File: src/rtl/key_conditioner.sv
// key_conditioner: sync, debounce, edge pulses and auto-repeat
// for the active-low pushbuttons feeding the game logic.
module key_conditioner #(
  parameter int NUM_KEYS        = 4,
  parameter int DEBOUNCE_CYCLES = 500000,
  parameter int REPEAT_DELAY    = 25000000,
  parameter int REPEAT_PERIOD   = 5000000,
  parameter logic [NUM_KEYS-1:0] REPEAT_MASK = 4'b0011,
  parameter int CNT_W           = 25
) (
  input  logic                clk,
  input  logic                rst,
  input  logic [NUM_KEYS-1:0] key_n_in,
  output logic [NUM_KEYS-1:0] key_level,
  output logic [NUM_KEYS-1:0] key_press,
  output logic [NUM_KEYS-1:0] key_release,
  output logic [NUM_KEYS-1:0] key_repeat,
  output logic                any_press
);

  typedef enum logic [1:0] {
    IDLE,
    DELAY,
    RPT
  } rpt_e;

  localparam logic [CNT_W-1:0] DB_T = CNT_W'(DEBOUNCE_CYCLES - 1);
  localparam logic [CNT_W-1:0] RD_T = CNT_W'(REPEAT_DELAY - 1);
  localparam logic [CNT_W-1:0] RP_T = CNT_W'(REPEAT_PERIOD - 1);
  localparam logic [CNT_W-1:0] ONE  = CNT_W'(1);

  logic [NUM_KEYS-1:0] s1;
  logic [NUM_KEYS-1:0] s2;
  logic [CNT_W-1:0]    db_cnt [NUM_KEYS];
  logic [CNT_W-1:0]    rp_cnt [NUM_KEYS];
  rpt_e                state  [NUM_KEYS];

  logic [NUM_KEYS-1:0] diff;
  logic [NUM_KEYS-1:0] acc;
  logic [NUM_KEYS-1:0] rise;
  logic [NUM_KEYS-1:0] fall;

  // s2 is active-low, key_level active-high
  always_comb begin
    diff = ~s2 ^ key_level;
    acc  = '0;
    for (int i = 0; i < NUM_KEYS; i++) begin
      acc[i] = diff[i] && (db_cnt[i] == DB_T);
    end
    rise = acc & ~key_level;
    fall = acc & key_level;
  end

  always_ff @(posedge clk or negedge rst) begin
    if (!rst) begin
      s1          <= '1;
      s2          <= '1;
      key_level   <= '0;
      key_press   <= '0;
      key_release <= '0;
      key_repeat  <= '0;
      any_press   <= 1'b0;
      for (int i = 0; i < NUM_KEYS; i++) begin
        db_cnt[i] <= '0;
        rp_cnt[i] <= '0;
        state[i]  <= IDLE;
      end
    end else begin
      s1          <= key_n_in;
      s2          <= s1;
      key_level   <= key_level ^ acc;
      key_press   <= rise;
      key_release <= fall;
      any_press   <= |rise;
      for (int i = 0; i < NUM_KEYS; i++) begin
        if (!diff[i] || acc[i]) begin
          db_cnt[i] <= '0;
        end else begin
          db_cnt[i] <= db_cnt[i] + ONE;
        end
        key_repeat[i] <= 1'b0;
        unique case (state[i])
          IDLE: begin
            rp_cnt[i] <= '0;
            if (rise[i]) begin
              key_repeat[i] <= 1'b1;
              state[i]      <= DELAY;
            end
          end
          DELAY: begin
            if (fall[i]) begin
              rp_cnt[i] <= '0;
              state[i]  <= IDLE;
            end else if (rp_cnt[i] == RD_T) begin
              // masked keys park in DELAY without pulsing
              rp_cnt[i] <= '0;
              if (REPEAT_MASK[i]) begin
                key_repeat[i] <= 1'b1;
                state[i]      <= RPT;
              end
            end else begin
              rp_cnt[i] <= rp_cnt[i] + ONE;
            end
          end
          RPT: begin
            if (fall[i]) begin
              rp_cnt[i] <= '0;
              state[i]  <= IDLE;
            end else if (rp_cnt[i] == RP_T) begin
              rp_cnt[i]     <= '0;
              key_repeat[i] <= 1'b1;
            end else begin
              rp_cnt[i] <= rp_cnt[i] + ONE;
            end
          end
          default: begin
            rp_cnt[i] <= '0;
            state[i]  <= IDLE;
          end
        endcase
      end
    end
  end

endmodule

File: config.mk
export PLATFORM = sky130hd
export DESIGN_NAME = key_conditioner
export DESIGN_NICKNAME = d
export VERILOG_FILES = /design/src/rtl/key_conditioner.sv
export SDC_FILE = /design/constraint.sdc
export NUM_CORES = 1
export LEC_CHECK = 0
export BUFFER_PORTS_ARGS = -buffer_cell sky130_fd_sc_hd__buf_2
export CAP_MARGIN = 20
export CORE_MARGIN = 10
export CORE_UTILIZATION = 38
export DETAILED_ROUTE_END_ITERATION = 7
export PLACE_DENSITY_LB_ADDON = 0.05
export SKIP_CTS_REPAIR_TIMING = 1
export SLEW_MARGIN = 5
export SYNTH_ARGS = -nofsm -noshare
export SYNTH_HDL_FRONTEND = slang
export SYNTH_SLANG_ARGS = --single-unit
File: constraint.sdc
create_clock -name clk -period 3.7 [get_ports clk]
set_clock_uncertainty 0.2 [all_clocks]
set_input_delay 0 -clock clk [delete_from_list [all_inputs] [get_ports clk]]
set_output_delay 0 -clock clk [all_outputs]
set_load 0.02 [all_outputs]
Yosys cells after proc, flatten, opt, wreduce, memory -nomap -nowiden
Index checks and enable logic that the tools add are counted.

word-level totals
  register bits = 233
  bits in latches = 0
  memory bits (writable) = 0
  ROM bits = 0
  bits of input ports = 6
  output and inout bits = 17
  logic and storage cells = 146
  memories kept = 0

operators by class
  add/sub/neg operators = 8
  multiply operators = 0
  div/mod/pow operators = 0
  $lt $le $gt $ge = 0
  equality and inequality tests = 30
  shift-type cells = 0
  mux-type cells = 60
  bitwise logic cells = 6
  reductions and logical operators = 23

operators with widths
  kind                                                                     count
  25-bit two-way mux                                                       20
  25-bit by 1-bit adder with 25-bit output, second input constant          8
  25-bit one-hot mux with 2 select lines                                   4
  25-bit by 19-bit == test with 1-bit output, second input constant        4
  25-bit by 23-bit == test with 1-bit output, second input constant        4
  25-bit == test, second input constant                                    4
  2-bit two-way mux                                                        12
  1-bit two-way mux                                                        16
  2-bit inequality test, second input constant                             6
  2-bit one-hot mux with 3 select lines                                    2
  4-bit AND                                                                2
  2-bit by 1-bit == test with 1-bit output, second input constant          4
  2-bit == test, second input constant                                     4
  2-bit zero test                                                          4
  4-bit NOT                                                                2
  2-bit one-hot mux with 2 select lines                                    2
  4-bit XOR                                                                2
  3-bit inequality test, second input constant                             2
  1-bit one-hot mux with 3 select lines                                    2
  3-bit AND reduction                                                      2
  1-bit logical AND                                                        4
  1-bit zero test                                                          4
  1-bit logical OR                                                         4
  2-bit by 1-bit inequality test with 1-bit output, second input constant  2
  other kinds (4)                                                          7

Depth between registers and ports, before layout
  word-level depth = 6
  depth in mapped cells = 10

Worst setup path before layout
No wires, ideal clock.

  kind = register to register
  start = register db_cnt[80] (netlist bit)
  end = register rp_cnt[88] (netlist bit)
  library setup time = 0.148 ns
  arrival time = 2.423 ns
  path slack = 0.929 ns
  stages on the path, launching flop included = 10
  buffers on the path = 1
  path through = dfrtp_1 or4_1 nor4_1 nand4_1 nor2_1 ha_1 nor2b_1 o21ai_1 clkbuf_1 a221oi_1

between the ends
  word-level cells in the longest chain between the ends = 5
  elaborated cells between the ends (all ways) = 6
  those cells by class = 1 x eq/ne; 3 x mux; 1 x bitwise; 1 x reduce/logical

RTL lines
  element                                       line     text
  start: declaration                            34       logic [CNT_W-1:0] db_cnt [NUM_KEYS];
  start signal: indexed assignment              79       db_cnt[i] <= db_cnt[i] + ONE;
  25-bit by 19-bit == test with 1-bit output *  48       acc[i] = diff[i] && (db_cnt[i] == DB_T);
  1-bit logical AND *                           48
  4-bit AND *                                   51       fall = acc & key_level;
  via fall[0]                                   41       logic [NUM_KEYS-1:0] fall;
  25-bit two-way mux (on tied branches)         106, 91
  25-bit one-hot mux with 2 select lines *      82       unique case (state[i])
  end signal: indexed assignment                102      rp_cnt[i] <= rp_cnt[i] + ONE;
  end signal: indexed assignment                113      rp_cnt[i] <= rp_cnt[i] + ONE;
  end: declaration                              35       logic [CNT_W-1:0] rp_cnt [NUM_KEYS];

Mark *: on every way through the listed nets, which the timed path passes. The rest lies on a longest branch.
A chain may end at the register's enable or synchronous reset.

Final worst setup path
  start = register db_cnt[80] (netlist bit)
  end = register rp_cnt[92] (netlist bit)

The elaborated chain is that of the path after synthesis.

==> impl_metrics.tcl <==
set metrics [dict create \
    final_net_count 992 \
    power_mw 3.935 \
    syn_nets 972 \
    vdd_drop_max_mv 0.2688 \
    start_kind "register" \
    route.detailed.drc 0 \
    coreArea_um2 24180 \
    syn_avg_cell_area_um2 9.832 \
    worst_pin_slew_ns 1.100 \
    grt_pass1_vias 6846 \
    synth_common_cells "173 x dfrtp_1, 81 x nor2_1, 55 x nand3_1, 54 x nand2_1, 53 x a21oi_1" \
    timing.critical_path.slowest_cell_delay_ns 0.54 \
    crit_arrival_ns 3.00 \
    ys.warnings.count 0 \
    cts-htree-levels 4 \
    cts_sinks 181 \
    path_delay_family "simple AND/OR/NAND/NOR gates" \
    drv_slew 0 \
    required_ns 3.76 \
    post-route-period-util_pct 79.42 \
    synth.distinct_cells 54 \
    grt_pass1_wl_um 34960 \
    gp_congestion 0.7893 \
    grt_use_total_pct 13.50 \
    fp.dieH_um 176.3 \
    wire_per_inst_um 15.85 \
    netlist_area_um2 9281 \
    io_buffers 22 \
    power_density_nw_per_um2 377.8 \
    final.setup.tns_ns 0 \
    path_cells "or4_1 > nor4_1 > nand4_1 > nor2_1 > ha_1 > nor2b_1 > o21ai_2 > buf_8 > a221oi_1" \
    critical_path_class "register to register" \
    start_util_pct 38.39 \
    relSlewSlack_pct 26.64 \
    syn_to_final_growth_pct 12.21 \
    via_per_inst 5.494 \
    first_pass_iters 4 \
    status "finished clean" \
    rows 57 \
    vias 7142 \
    synthArstFlopShare_pct 100.0 \
    path_buf_inv 1 \
    synth_edf_count 0 \
    cap_violations 0 \
    grt_max_degree 113 \
    overflow 0 \
    min_period_ns 2.938 \
    rsz0062_at_grt "false" \
    drive_gt1_share_pct 9.016 \
    antenna_found_initial 0 \
    max-clock-path-buffers 2 \
    synth_area_leaders "dfrtp_1 47%, xnor2_1 3.8%, xor2_1 3.8%, or4_1 3.5%, nor2_1 3.3%" \
    clock_tree.root_cell "clkbuf_16" \
    hold_viol_final 0 \
    dpl.hpwl_um 13670 \
    critPathSlowestCell "or4_1" \
    min_path_type "primary input to register" \
    seq_area_frac_synth_pct 48.91 \
    cts-buffers-inserted 17 \
    synth_top_area_cell "dfrtp_1" \
    synth_most_common_cell "dfrtp_1" \
    synth_top_area_share_pct 46.64 \
    clk_pin_slew_ns 0.08 \
    critPathMaxFanout 15 \
    endpoint_kind "register" \
    dieArea_um2 31080 \
    antenna_cells 0 \
    fmax_mhz 340.3 \
    cts_tree "done" \
    worstSkewPairLatency_ns 0.43 \
    ant_nets 0 \
    p_leak_nw 4.080 \
    ios 23 \
    fillers 2344 \
    drt-initial-drc-count 429 \
    chipWidth_um 176.3 \
    synth-seq-cells 181 \
    finalSetupViolCount 0 \
    routed_wl_um 20610 \
    synthCells 944 \
    synth_ff_type "dfrtp_1" \
]
[cells in the final DEF, fill, tap and decap left out, drive strengths merged, types with 8 or more instances in the layout]
cell    instances
nand2          54
or3            27
clkbuf         21
nor4           21
or4            45
ha             22
inv            39
nor3           17
nand4          44
nor2           81
a211oi         13
and4           24
nand3          55
a21oi          53
and3           13
xor2           40
a22oi          11
o21ai          31
dfrtp         173
dfstp           8
buf            31
xnor2          40
a221oi         13
o31ai          39
nor2b          10
[flip-flops by register name, summed over array words and instances (netlist names)]
signal       flops
db_cnt         100
rp_cnt          50
state            6
key_level        4
key_press        4
key_release      4
key_repeat       4
s1               4
s2               4
any_press        1
[final timing paths]
kind | startpoint | endpoint | slack [ns] | depth (start not counted)
worst max-delay path | db_cnt[80]$_DFF_PN0_ | rp_cnt[92]$_DFF_PN0_ | 0.76 | 9
worst min-delay path | key_n_in[1] | s1[1]$_DFF_PN1_ | 0.02 | 2
min in group asynchronous | rst | rp_cnt[80]$_DFF_PN0_ | 0.07 | 2
worst min register to register | s1[2]$_DFF_PN1_ | s2[2]$_DFF_PN1_ | 0.16 | 0
max in group asynchronous | rst | s2[3]$_DFF_PN1_ | 2.31 | 3
worst max register to register | db_cnt[80]$_DFF_PN0_ | rp_cnt[92]$_DFF_PN0_ | 0.76 | 9
[area by class of cell]
type	count	area (um^2)	area share, %
flip-flops and latches	181	4539	43.58
multi-input cells	689	4459	42.82
clock buffers	20	456.7	4.385
well taps	324	405.4	3.892
repair buffers	37	284.0	2.727
inverters	38	142.6	1.370
clock inverters	11	127.6	1.225
[metal layers]
metal  GRT usage, %  share of wire, %  vias to the layer above
met5              0                 0                        -
met4          3.992               1.2                        0
met3          2.648               2.3                       14
met2          21.08                47                       60
met1          18.56                50                     3504
li1               -                 -                     3564
[where the power goes]
group          leakage (nW)  total [mW]  internal (mW)  switching [mW]
Combinational          1.31      0.0989         0.0269          0.0720
Clock                 0.278        1.83           1.03           0.795
Sequential             2.49        2.01           2.00          0.0131
Total                  4.08        3.93           3.05           0.880
[cell families (layout without fill, tap and decap cells)]
kind of cell	after synthesis	in the layout	share of synthesized area, %
xor gates and xnor gates	80	80	7.549
DFF	181	181	48.91
adders and majority gates	22	22	2.966
and+or+nand+nor	412	412	24.97
muxes	1	1	0.1079
AOI/OAI and AO/OA	174	174	12.32
buffers and inverters	74	106	3.182
[metrics by stage]
stage	hold slack (ns)	instances	instance area, um^2	setup slack [ns]	utilization (%)
after floorplan	-0.4956	944	9281	0.9288	-
after global placement	-0.09537	1262	9751	0.6759	40.33
after detailed placement	-0.09333	1263	9766	0.6549	40.39
after CTS	-0.5521	1294	10350	0.6437	42.81
after global routing	0.01320	1300	10420	0.5487	43.08
final	0.02137	1300	10420	0.7616	43.08
(Power assumes the default switching activity.)
